===== src/rtl/alu_multiciclo_n.sv =====
// alu_multiciclo_n: WIDTH-bit ALU with single-cycle arithmetic/logic/compare
// and iterative unsigned multiply (shift-add) and, when ALU_DIV_EN is
// defined, an iterative restoring divider. A valid/ready handshake holds off
// the requester while an iterative operation runs. Results are registered and
// flagged by a one-cycle valid_o pulse.
// Build option: ALU_DIV_EN enables the divider (opcodes 1010/1011); without it
// those opcodes behave as invalid single-cycle opcodes returning 0.
module alu_multiciclo_n #(
   parameter int WIDTH = 32
) (
   input  logic             clk_i,
   input  logic             rst_ni,
   input  logic             valid_i,
   output logic             ready_o,
   input  logic [WIDTH-1:0] a_i,
   input  logic [WIDTH-1:0] b_i,
   input  logic [3:0]       operacion_i,
   output logic [WIDTH-1:0] resultado_o,
   output logic             valid_o,
   output logic             zero_o,
   output logic             overflow_o
);

   localparam int CW = $clog2(WIDTH);

   localparam logic [1:0] S_IDLE = 2'd0;
   localparam logic [1:0] S_MUL  = 2'd1;
`ifdef ALU_DIV_EN
   localparam logic [1:0] S_DIV  = 2'd2;
`endif

   logic [1:0]         state_q, state_d;
   logic [CW-1:0]      cnt_q, cnt_d;
   // Upper half: partial product / remainder; lower half: multiplier / quotient
   logic [2*WIDTH-1:0] prod_q, prod_d;
   // Multiplicand (MUL) or divisor (DIV), captured at acceptance
   logic [WIDTH-1:0]   opnd_q, opnd_d;
   // Selects high half (MULHU) or remainder (REMU) at completion
   logic               hi_q, hi_d;
   logic [WIDTH-1:0]   res_q, res_d;
   logic               valid_q, valid_d;
   logic               zero_q, zero_d;
   logic               ovf_q, ovf_d;

   // Shared adder/subtractor: ADD uses a+b, everything else in the
   // single-cycle compare family uses a+~b+1.
   logic             sub;
   logic [WIDTH-1:0] b_op;
   logic [WIDTH:0]   sum;
   logic             ovf_as, slt, sltu;
   assign sub    = (operacion_i != 4'b0000);
   assign b_op   = sub ? ~b_i : b_i;
   assign sum    = {1'b0, a_i} + {1'b0, b_op} + {{WIDTH{1'b0}}, sub};
   assign ovf_as = (a_i[WIDTH-1] == b_op[WIDTH-1]) && (sum[WIDTH-1] != a_i[WIDTH-1]);
   assign slt    = sum[WIDTH-1] ^ ovf_as;
   assign sltu   = ~sum[WIDTH];

   logic [WIDTH-1:0] alu_res;
   logic             alu_ovf;

   // Single-cycle result selection; unused/invalid opcodes return 0
   always_comb begin
      alu_res = '0;
      alu_ovf = 1'b0;
      case (operacion_i)
         4'b0000: begin alu_res = sum[WIDTH-1:0]; alu_ovf = ovf_as; end
         4'b0001: alu_res = a_i & b_i;
         4'b0010: alu_res = a_i | b_i;
         4'b0011: alu_res = a_i ^ b_i;
         4'b0100: begin alu_res = sum[WIDTH-1:0]; alu_ovf = ovf_as; end
         4'b0101: alu_res = {{(WIDTH-1){1'b0}}, slt};
         4'b0110: alu_res = {{(WIDTH-1){1'b0}}, sltu};
         default: alu_res = '0;
      endcase
   end

   // One shift-add step: add multiplicand if LSB of multiplier set, shift right
   logic [WIDTH:0]     mul_sum;
   logic [2*WIDTH-1:0] mul_next;
   assign mul_sum  = {1'b0, prod_q[2*WIDTH-1:WIDTH]} +
                     (prod_q[0] ? {1'b0, opnd_q} : {(WIDTH+1){1'b0}});
   assign mul_next = {mul_sum, prod_q[WIDTH-1:1]};

`ifdef ALU_DIV_EN
   // One restoring step: shift in next dividend bit, subtract if it fits
   logic [WIDTH:0]     div_shift;
   logic               div_ge;
   logic [WIDTH-1:0]   div_rem;
   logic [2*WIDTH-1:0] div_next;
   assign div_shift = {prod_q[2*WIDTH-1:WIDTH], prod_q[WIDTH-1]};
   assign div_ge    = div_shift >= {1'b0, opnd_q};
   assign div_rem   = WIDTH'(div_shift - {1'b0, opnd_q});
   assign div_next  = div_ge ? {div_rem, prod_q[WIDTH-2:0], 1'b1}
                             : {prod_q[2*WIDTH-2:0], 1'b0};
`endif

   // Control FSM: accept in IDLE, iterate MUL/DIV, register results
   always_comb begin
      state_d = state_q;
      cnt_d   = cnt_q;
      prod_d  = prod_q;
      opnd_d  = opnd_q;
      hi_d    = hi_q;
      res_d   = res_q;
      zero_d  = zero_q;
      ovf_d   = ovf_q;
      valid_d = 1'b0;
      case (state_q)
         S_IDLE: begin
            if (valid_i) begin
               case (operacion_i)
                  4'b1000, 4'b1001: begin
                     state_d = S_MUL;
                     cnt_d   = CW'(WIDTH-1);
                     prod_d  = {{WIDTH{1'b0}}, b_i};
                     opnd_d  = a_i;
                     hi_d    = operacion_i[0];
                  end
`ifdef ALU_DIV_EN
                  4'b1010, 4'b1011: begin
                     state_d = S_DIV;
                     cnt_d   = CW'(WIDTH-1);
                     prod_d  = {{WIDTH{1'b0}}, a_i};
                     opnd_d  = b_i;
                     hi_d    = operacion_i[0];
                  end
`endif
                  default: begin
                     res_d   = alu_res;
                     ovf_d   = alu_ovf;
                     zero_d  = ~|alu_res;
                     valid_d = 1'b1;
                  end
               endcase
            end
         end
         S_MUL: begin
            prod_d = mul_next;
            cnt_d  = cnt_q - CW'(1);
            if (cnt_q == '0) begin
               state_d = S_IDLE;
               res_d   = hi_q ? mul_next[2*WIDTH-1:WIDTH] : mul_next[WIDTH-1:0];
               zero_d  = ~|res_d;
               ovf_d   = 1'b0;
               valid_d = 1'b1;
            end
         end
`ifdef ALU_DIV_EN
         S_DIV: begin
            prod_d = div_next;
            cnt_d  = cnt_q - CW'(1);
            if (cnt_q == '0) begin
               state_d = S_IDLE;
               res_d   = hi_q ? div_next[2*WIDTH-1:WIDTH] : div_next[WIDTH-1:0];
               zero_d  = ~|res_d;
               ovf_d   = 1'b0;
               valid_d = 1'b1;
            end
         end
`endif
         default: state_d = S_IDLE;
      endcase
   end

   // State and output registers; reset aborts any running iteration
   always_ff @(posedge clk_i or negedge rst_ni) begin
      if (!rst_ni) begin
         state_q <= S_IDLE;
         cnt_q   <= '0;
         prod_q  <= '0;
         opnd_q  <= '0;
         hi_q    <= 1'b0;
         res_q   <= '0;
         zero_q  <= 1'b0;
         ovf_q   <= 1'b0;
         valid_q <= 1'b0;
      end else begin
         state_q <= state_d;
         cnt_q   <= cnt_d;
         prod_q  <= prod_d;
         opnd_q  <= opnd_d;
         hi_q    <= hi_d;
         res_q   <= res_d;
         zero_q  <= zero_d;
         ovf_q   <= ovf_d;
         valid_q <= valid_d;
      end
   end

   assign ready_o     = (state_q == S_IDLE);
   assign resultado_o = res_q;
   assign valid_o     = valid_q;
   assign zero_o      = zero_q;
   assign overflow_o  = ovf_q;

endmodule


===== config.mk =====
export PLATFORM = sky130hd
export DESIGN_NAME = alu_multiciclo_n
export DESIGN_NICKNAME = d
export VERILOG_FILES = /design/src/rtl/alu_multiciclo_n.sv
export SDC_FILE = /design/constraint.sdc
export NUM_CORES = 1
export LEC_CHECK = 0
export CELL_PAD_IN_SITES_DETAIL_PLACEMENT = 1
export CELL_PAD_IN_SITES_GLOBAL_PLACEMENT = 2
export CORE_MARGIN = 4
export CORE_UTILIZATION = 36
export CTS_BUF_LIST = sky130_fd_sc_hd__clkbuf_16
export CTS_CLUSTER_DIAMETER = 100
export DETAILED_ROUTE_END_ITERATION = 7
export GPL_TIMING_DRIVEN = 0
export HOLD_SLACK_MARGIN = 0.15
export PLACE_DENSITY_LB_ADDON = 0.08
export SYNTH_ARGS = -nofsm -noshare
export SYNTH_HDL_FRONTEND = slang
export SYNTH_SLANG_ARGS = --single-unit

===== constraint.sdc =====
create_clock -name clk_i -period 4.2 [get_ports clk_i]
set_clock_uncertainty 0.2 [all_clocks]
set_input_delay 0.84 -clock clk_i [delete_from_list [all_inputs] [get_ports clk_i]]
set_output_delay 0.84 -clock clk_i [all_outputs]
set_load 0.1 [all_outputs]

# Word-level counts from Yosys, hierarchy flattened
# Cells that the tools add are included.
# totals
regBits	139
n_memories	0
output_inout_bits	36
elab_cells	81
mem_bits_ro	0
latchBits	0
mem_bits_rw	0
in_bits	71
# op_classes
n_eq_ne	15
multipliers	0
addsub	4
n_shift	0
order_cmp	0
n_mux	31
n_div	0
bitwise_logic	6
n_reduce_logical	16
# op_table
op	count
$mux W32	6
$pmux W32 S6	1
$mux W64	2
$pmux W64 S2	1
$add A32 B32 Y33	2
$pmux W32 S2	1
$reduce_or A32 Y1	2
$add A33 B1 Y33	1
$and A32 B32 Y32	1
$not A32 Y32	1
$or A32 B32 Y32	1
$xor A32 B32 Y32	1
$eq A4 B3 Y1 const B	3
$mux W1	10
$mux W5	2
$pmux W5 S2	1
$reduce_and A3 Y1	3
$eq A4 B2 Y1 const B	2
$eq A4 B4 Y1 const B	2
$mux W2	3
$ne A2 B2 Y1 const B	3
$pmux W1 S2	3
$logic_not A5 Y1	1
$sub A5 B1 Y5 const B	1
other kinds (16)	18

# Logic depth before layout (Yosys ltp)
# depth
word_depth	13
mapped_depth	17
mapped_depth_nobuf	15

# Worst setup path after synthesis
# OpenSTA, ideal clock, no wires.
# synth_timing
path_type	input -> register
start	in operacion_i[2]
end	reg zero_q, in the netlist zero_o
n_path_buf	2
setup_ps	66
slack_ps	-586
required_ps	3934
stages	16
arrival_ps	4521
path_cell_list	buf_4 -> nor4_4 -> buf_1 -> xnor2_1 -> ha_1 -> and3_1 -> and2_1 -> a211oi_4 -> o21ai_1 -> xnor2_1 -> o21ai_0 -> or4_1 -> nor4_1 -> nand4_1 -> o31ai_1 -> a31o_1
# synth_via
elab_chain_len	13
word_cells_on_any_way	28
cone_classes	2 x add/sub; 11 x eq/ne; 5 x mux; 2 x bitwise; 8 x reduce/logical
# synth_lines
item	line_no	source
start, declared	17	input logic [3:0] operacion_i,
$reduce_bool A4 Y1	51	assign sub = (operacion_i != 4'b0000);
$mux W32	52	assign b_op = sub ? ~b_i : b_i;
$add A32 B32 Y33	53	assign sum = {1'b0, a_i} + {1'b0, b_op} + {{WIDTH{1'b0}}, sub};
$add A33 B1 Y33	53	
$ne A1 B1 Y1	54	assign ovf_as = (a_i[WIDTH-1] == b_op[WIDTH-1]) && (sum[WIDTH-1] != a_i[WIDTH-1]);
$logic_and A1 B1 Y1	54	
$xor A1 B1 Y1	55	assign slt = sum[WIDTH-1] ^ ovf_as;
$pmux W32 S6	65	case (operacion_i)
$reduce_or A32 Y1	131	zero_d = ~|alu_res;
$logic_not A1 Y1	131	
$mux W1	111	case (operacion_i)
$mux W1	110	if (valid_i) begin
$pmux W1 S2	108	case (state_q)
end signal, assigned	184	zero_q <= zero_d;
end, declared	42	logic zero_q, zero_d;
# Several ways; a longest one is shown, not always the timed one. The select of a mux whose other input is x is not followed.
# A chain may end at the register's enable or synchronous reset.

# Worst setup path in the final report
# layout_timing
start	in operacion_i[3]
end	reg zero_q, in the netlist zero_o
# Same word-level chain as after synthesis.

==> impl_metrics.env <==
export IMPL_tns_ps=-455
export IMPL_die_area_um2=36100
export IMPL_yosysTopAreaCellShare=0.289
export IMPL_cts_sink_count=138
export IMPL_worstReg2RegStart="prod_q[0]"
export IMPL_synth_edf_count=0
export IMPL_ys_ff_latch=138
export IMPL_max_slew_margin_rel=0.331
export IMPL_setup_slack_ps=-305
export IMPL_drv_cap=0
export IMPL_grt_overflow=0
export IMPL_p_leak_nw=6.93
export IMPL_synth_xor_area_frac=0.0601
export IMPL_cts_hold_buffers=0
export IMPL_yosysSeqAreaShare=0.289
export IMPL_via_per_inst=5.62
export IMPL_top_usage_layer="met2"
export IMPL_grt_pass1_vias=12670
export IMPL_row_count=66
export IMPL_synthAdderAreaFrac=0.141
export IMPL_muxShareOfSynthArea=0.0280
export IMPL_core_area_um2=32600
export IMPL_use_met3=0.0257
export IMPL_first_pass_iters=5
export IMPL_min_path_type="input pin to async pin"
export IMPL_synth_top_family_by_area="compound AO/OA/AOI/OAI gates"
export IMPL_met2_usage=0.452
export IMPL_vias=11913
export IMPL_yosysMostFrequentCell="nand2_1"
export IMPL_clock_fmax_mhz=222
export IMPL_antenna_found_initial=2
export IMPL_cp_cell_sequence="buf_12 -> nor4_4 -> buf_4 -> xnor2_4 -> inv_2 -> fa_2 -> nand3b_1 -> a21oi_4 -> a211oi_4 -> buf_12 -> buf_8 -> o2111ai_2 -> nand4_1 -> nor4_4 -> nand4_1 -> nor4_4 -> nand4_1 -> o31ai_2 -> a31o_1"
export IMPL_synth_area_um2=11900
export IMPL_startpoint="operacion_i[3]"
export IMPL_wire_per_inst_um=23.5
export IMPL_post_route_drc_count=0
export IMPL_dieWidth_um=190
export IMPL_slowest_delay_ps=420
export IMPL_io_pins=107
export IMPL_dieHeight_um=190
export IMPL_fin_crit_sh=1.07
export IMPL_cp_max_fo=4
export IMPL_syn_to_final_growth_pct=29.0
export IMPL_irDropWorstVdd_v=0.000369
export IMPL_synth_warnings=0
export IMPL_nNetsFinal=1871
export IMPL_critPathArrivalTime_ps=4670
export IMPL_synth_area_leaders="dfrtp_1, ha_1, nand2_1"
export IMPL_drtIter0Drc=777
export IMPL_whs_ps=244
export IMPL_hpwl_mm=39.7
export IMPL_grt_use_total=0.272
export IMPL_netlist_instances=1488
export IMPL_status="finished, violations left"
export IMPL_end_kind="register"
export IMPL_ant_nets=0
export IMPL_crit_required_ps=4370
export IMPL_synth_compound_area_frac=0.243
export IMPL_cts_buffers_inserted=17
export IMPL_clk_pin_slew_worst_paths_ps=60
export IMPL_cts_path_max_buffers=2
export IMPL_grt_start_max_net_pins=73
export IMPL_syn_nets=1692
export IMPL_setup_violations=3
export IMPL_async_reset_ff_frac=1.00
export IMPL_synthFlopType="dfrtp_1"
export IMPL_cpMaxStageDelayCell="nor4_4"
export IMPL_clk_latency_ps=430
export IMPL_grt_pass1_wl_mm=75.2
export IMPL_rsz0062_at_grt="yes"
export IMPL_violations="setup timing"
export IMPL_wl_mm=49.9
export IMPL_finalPower_w=0.00897
export IMPL_cts_tree="yes"
export IMPL_initial_core_util=0.366
export IMPL_min_period_ps=4500
export IMPL_yosys_area_top_type="dfrtp_1"
export IMPL_nFillCells=3899
export IMPL_use_met1=0.380
export IMPL_p_per_area_nw_per_um2=582
export IMPL_place_area_um2=13600
export IMPL_cts_max_level=4
export IMPL_synth_cell_type_count=81
export IMPL_critPathLaunchType="input pin"
export IMPL_finalHoldViolCount=0
export IMPL_synth_area_per_cell_um2=8.03
export IMPL_synthTopCellsByCount="nand2_1, o21ai_0, dfrtp_1"
export IMPL_dpl_cell_count=2035
export IMPL_antenna_cells=0
export IMPL_drv_slew=0
export IMPL_fin_cells=2120
export IMPL_place_gp_congestion=0.904
export IMPL_tightest_slew_ps=1000
export IMPL_synth_simple_gate_area_frac=0.185
export IMPL_numPortBuffers=104
export IMPL_drive_above_1_share=0.131
export IMPL_worst_setup_path_type="input pin to register"
export IMPL_final_area_um2=15400
export IMPL_cts_root_buf="clkbuf_16"
==> worst max-delay path, delay by kind of cell <==
family,cells,cell delay [ps]
AO/OA/AOI/OAI,5,850
XOR/XNOR,1,130
adder cells (fa/ha/maj),1,360
buffers and inverters,5,660
AND/OR/NAND/NOR,7,1820
==> flip-flops by register name, indices dropped and copies added, names as in the netlist, 5 cells and up <==
register / flops
cnt_q: 5
resultado_o: 32
prod_q: 64
opnd_q: 32
==> metrics by stage <==
step | util | setup WS, ps
2_1_floorplan | - | -278
3_3_place_gp | 0.417 | -3700
3_5_place_dp | 0.418 | -2350
4_1_cts | 0.460 | -241
5_1_grt | 0.472 | -517
6_report | 0.472 | -305
==> per-layer routing <==
layer	part of all wire	routed length (um)
met5	0	0
met4	0.027	1320
met3	0.029	1430
met2	0.47	23400
met1	0.48	23800
==> cell type report <==
class                      instances  area, um2  share of cell area
buffer                            78        373              0.0242
clock buffer                      17        425              0.0276
clock inverter                    13        154             0.00999
inverter                          82        308              0.0200
multi-input combinational       1184       8560               0.555
sequential                       138       3450               0.224
tap                              442        553              0.0359
timing repair buffer             166       1580               0.103
==> cells in the final DEF (no fill, tap or decap), types with 12 or more instances in the layout <==
master,n
nor2_1,123
a22o_1,17
clkbuf_1,53
nand4_1,19
and2_1,32
nor3_1,18
buf_4,53
o21ai_0,132
nand2_1,195
clkbuf_16,17
nor2b_1,12
a221oi_1,21
xnor2_1,51
o21a_1,12
inv_1,79
mux2i_1,21
clkdlybuf4s50_1,99
a21o_1,28
nand3_1,17
xor2_1,18
a21oi_1,112
ha_1,122
o211ai_1,14
dfrtp_1,138
==> power breakdown <==
part           internal, W  switching (W)  leakage, nW
logic              0.00162        0.00354         4.91
clock network     0.000922       0.000603        0.280
registers          0.00188       0.000403         1.74
total              0.00442        0.00455         6.93
==> timing repair <==
action / CTS / global route
gates cloned: 0 / 0
setup buffers: 40 / 22
pin swaps: 45 / 46
endpoints found under the setup margin: 28 / 18
gates resized for setup: 105 / 51
==> final timing paths <==
| check | slack, ps | endpoint | depth (start not counted) |
|---|---|---|---|
| max | -300 | zero_o | 19 |
| min | 240 | resultado_o[7] | 1 |
| max reg2reg | -210 | zero_o | 13 |
| min reg2reg | 270 | opnd_q[31] | 2 |
| max in group asynchronous | 2760 | opnd_q[28] | 2 |
| min in group clk_i | 270 | opnd_q[31] | 2 |
==> cell families after synthesis <==
| logic type | after synthesis |
|---|---|
| xor gates and xnor gates | 82 |
| and+or+nand+nor | 480 |
| buffers and inverters | 166 |
| muxes | 32 |
| AOI/OAI and AO/OA | 457 |
| DFF | 138 |
| adders and majority gates | 133 |
(Power assumes the default switching activity.)
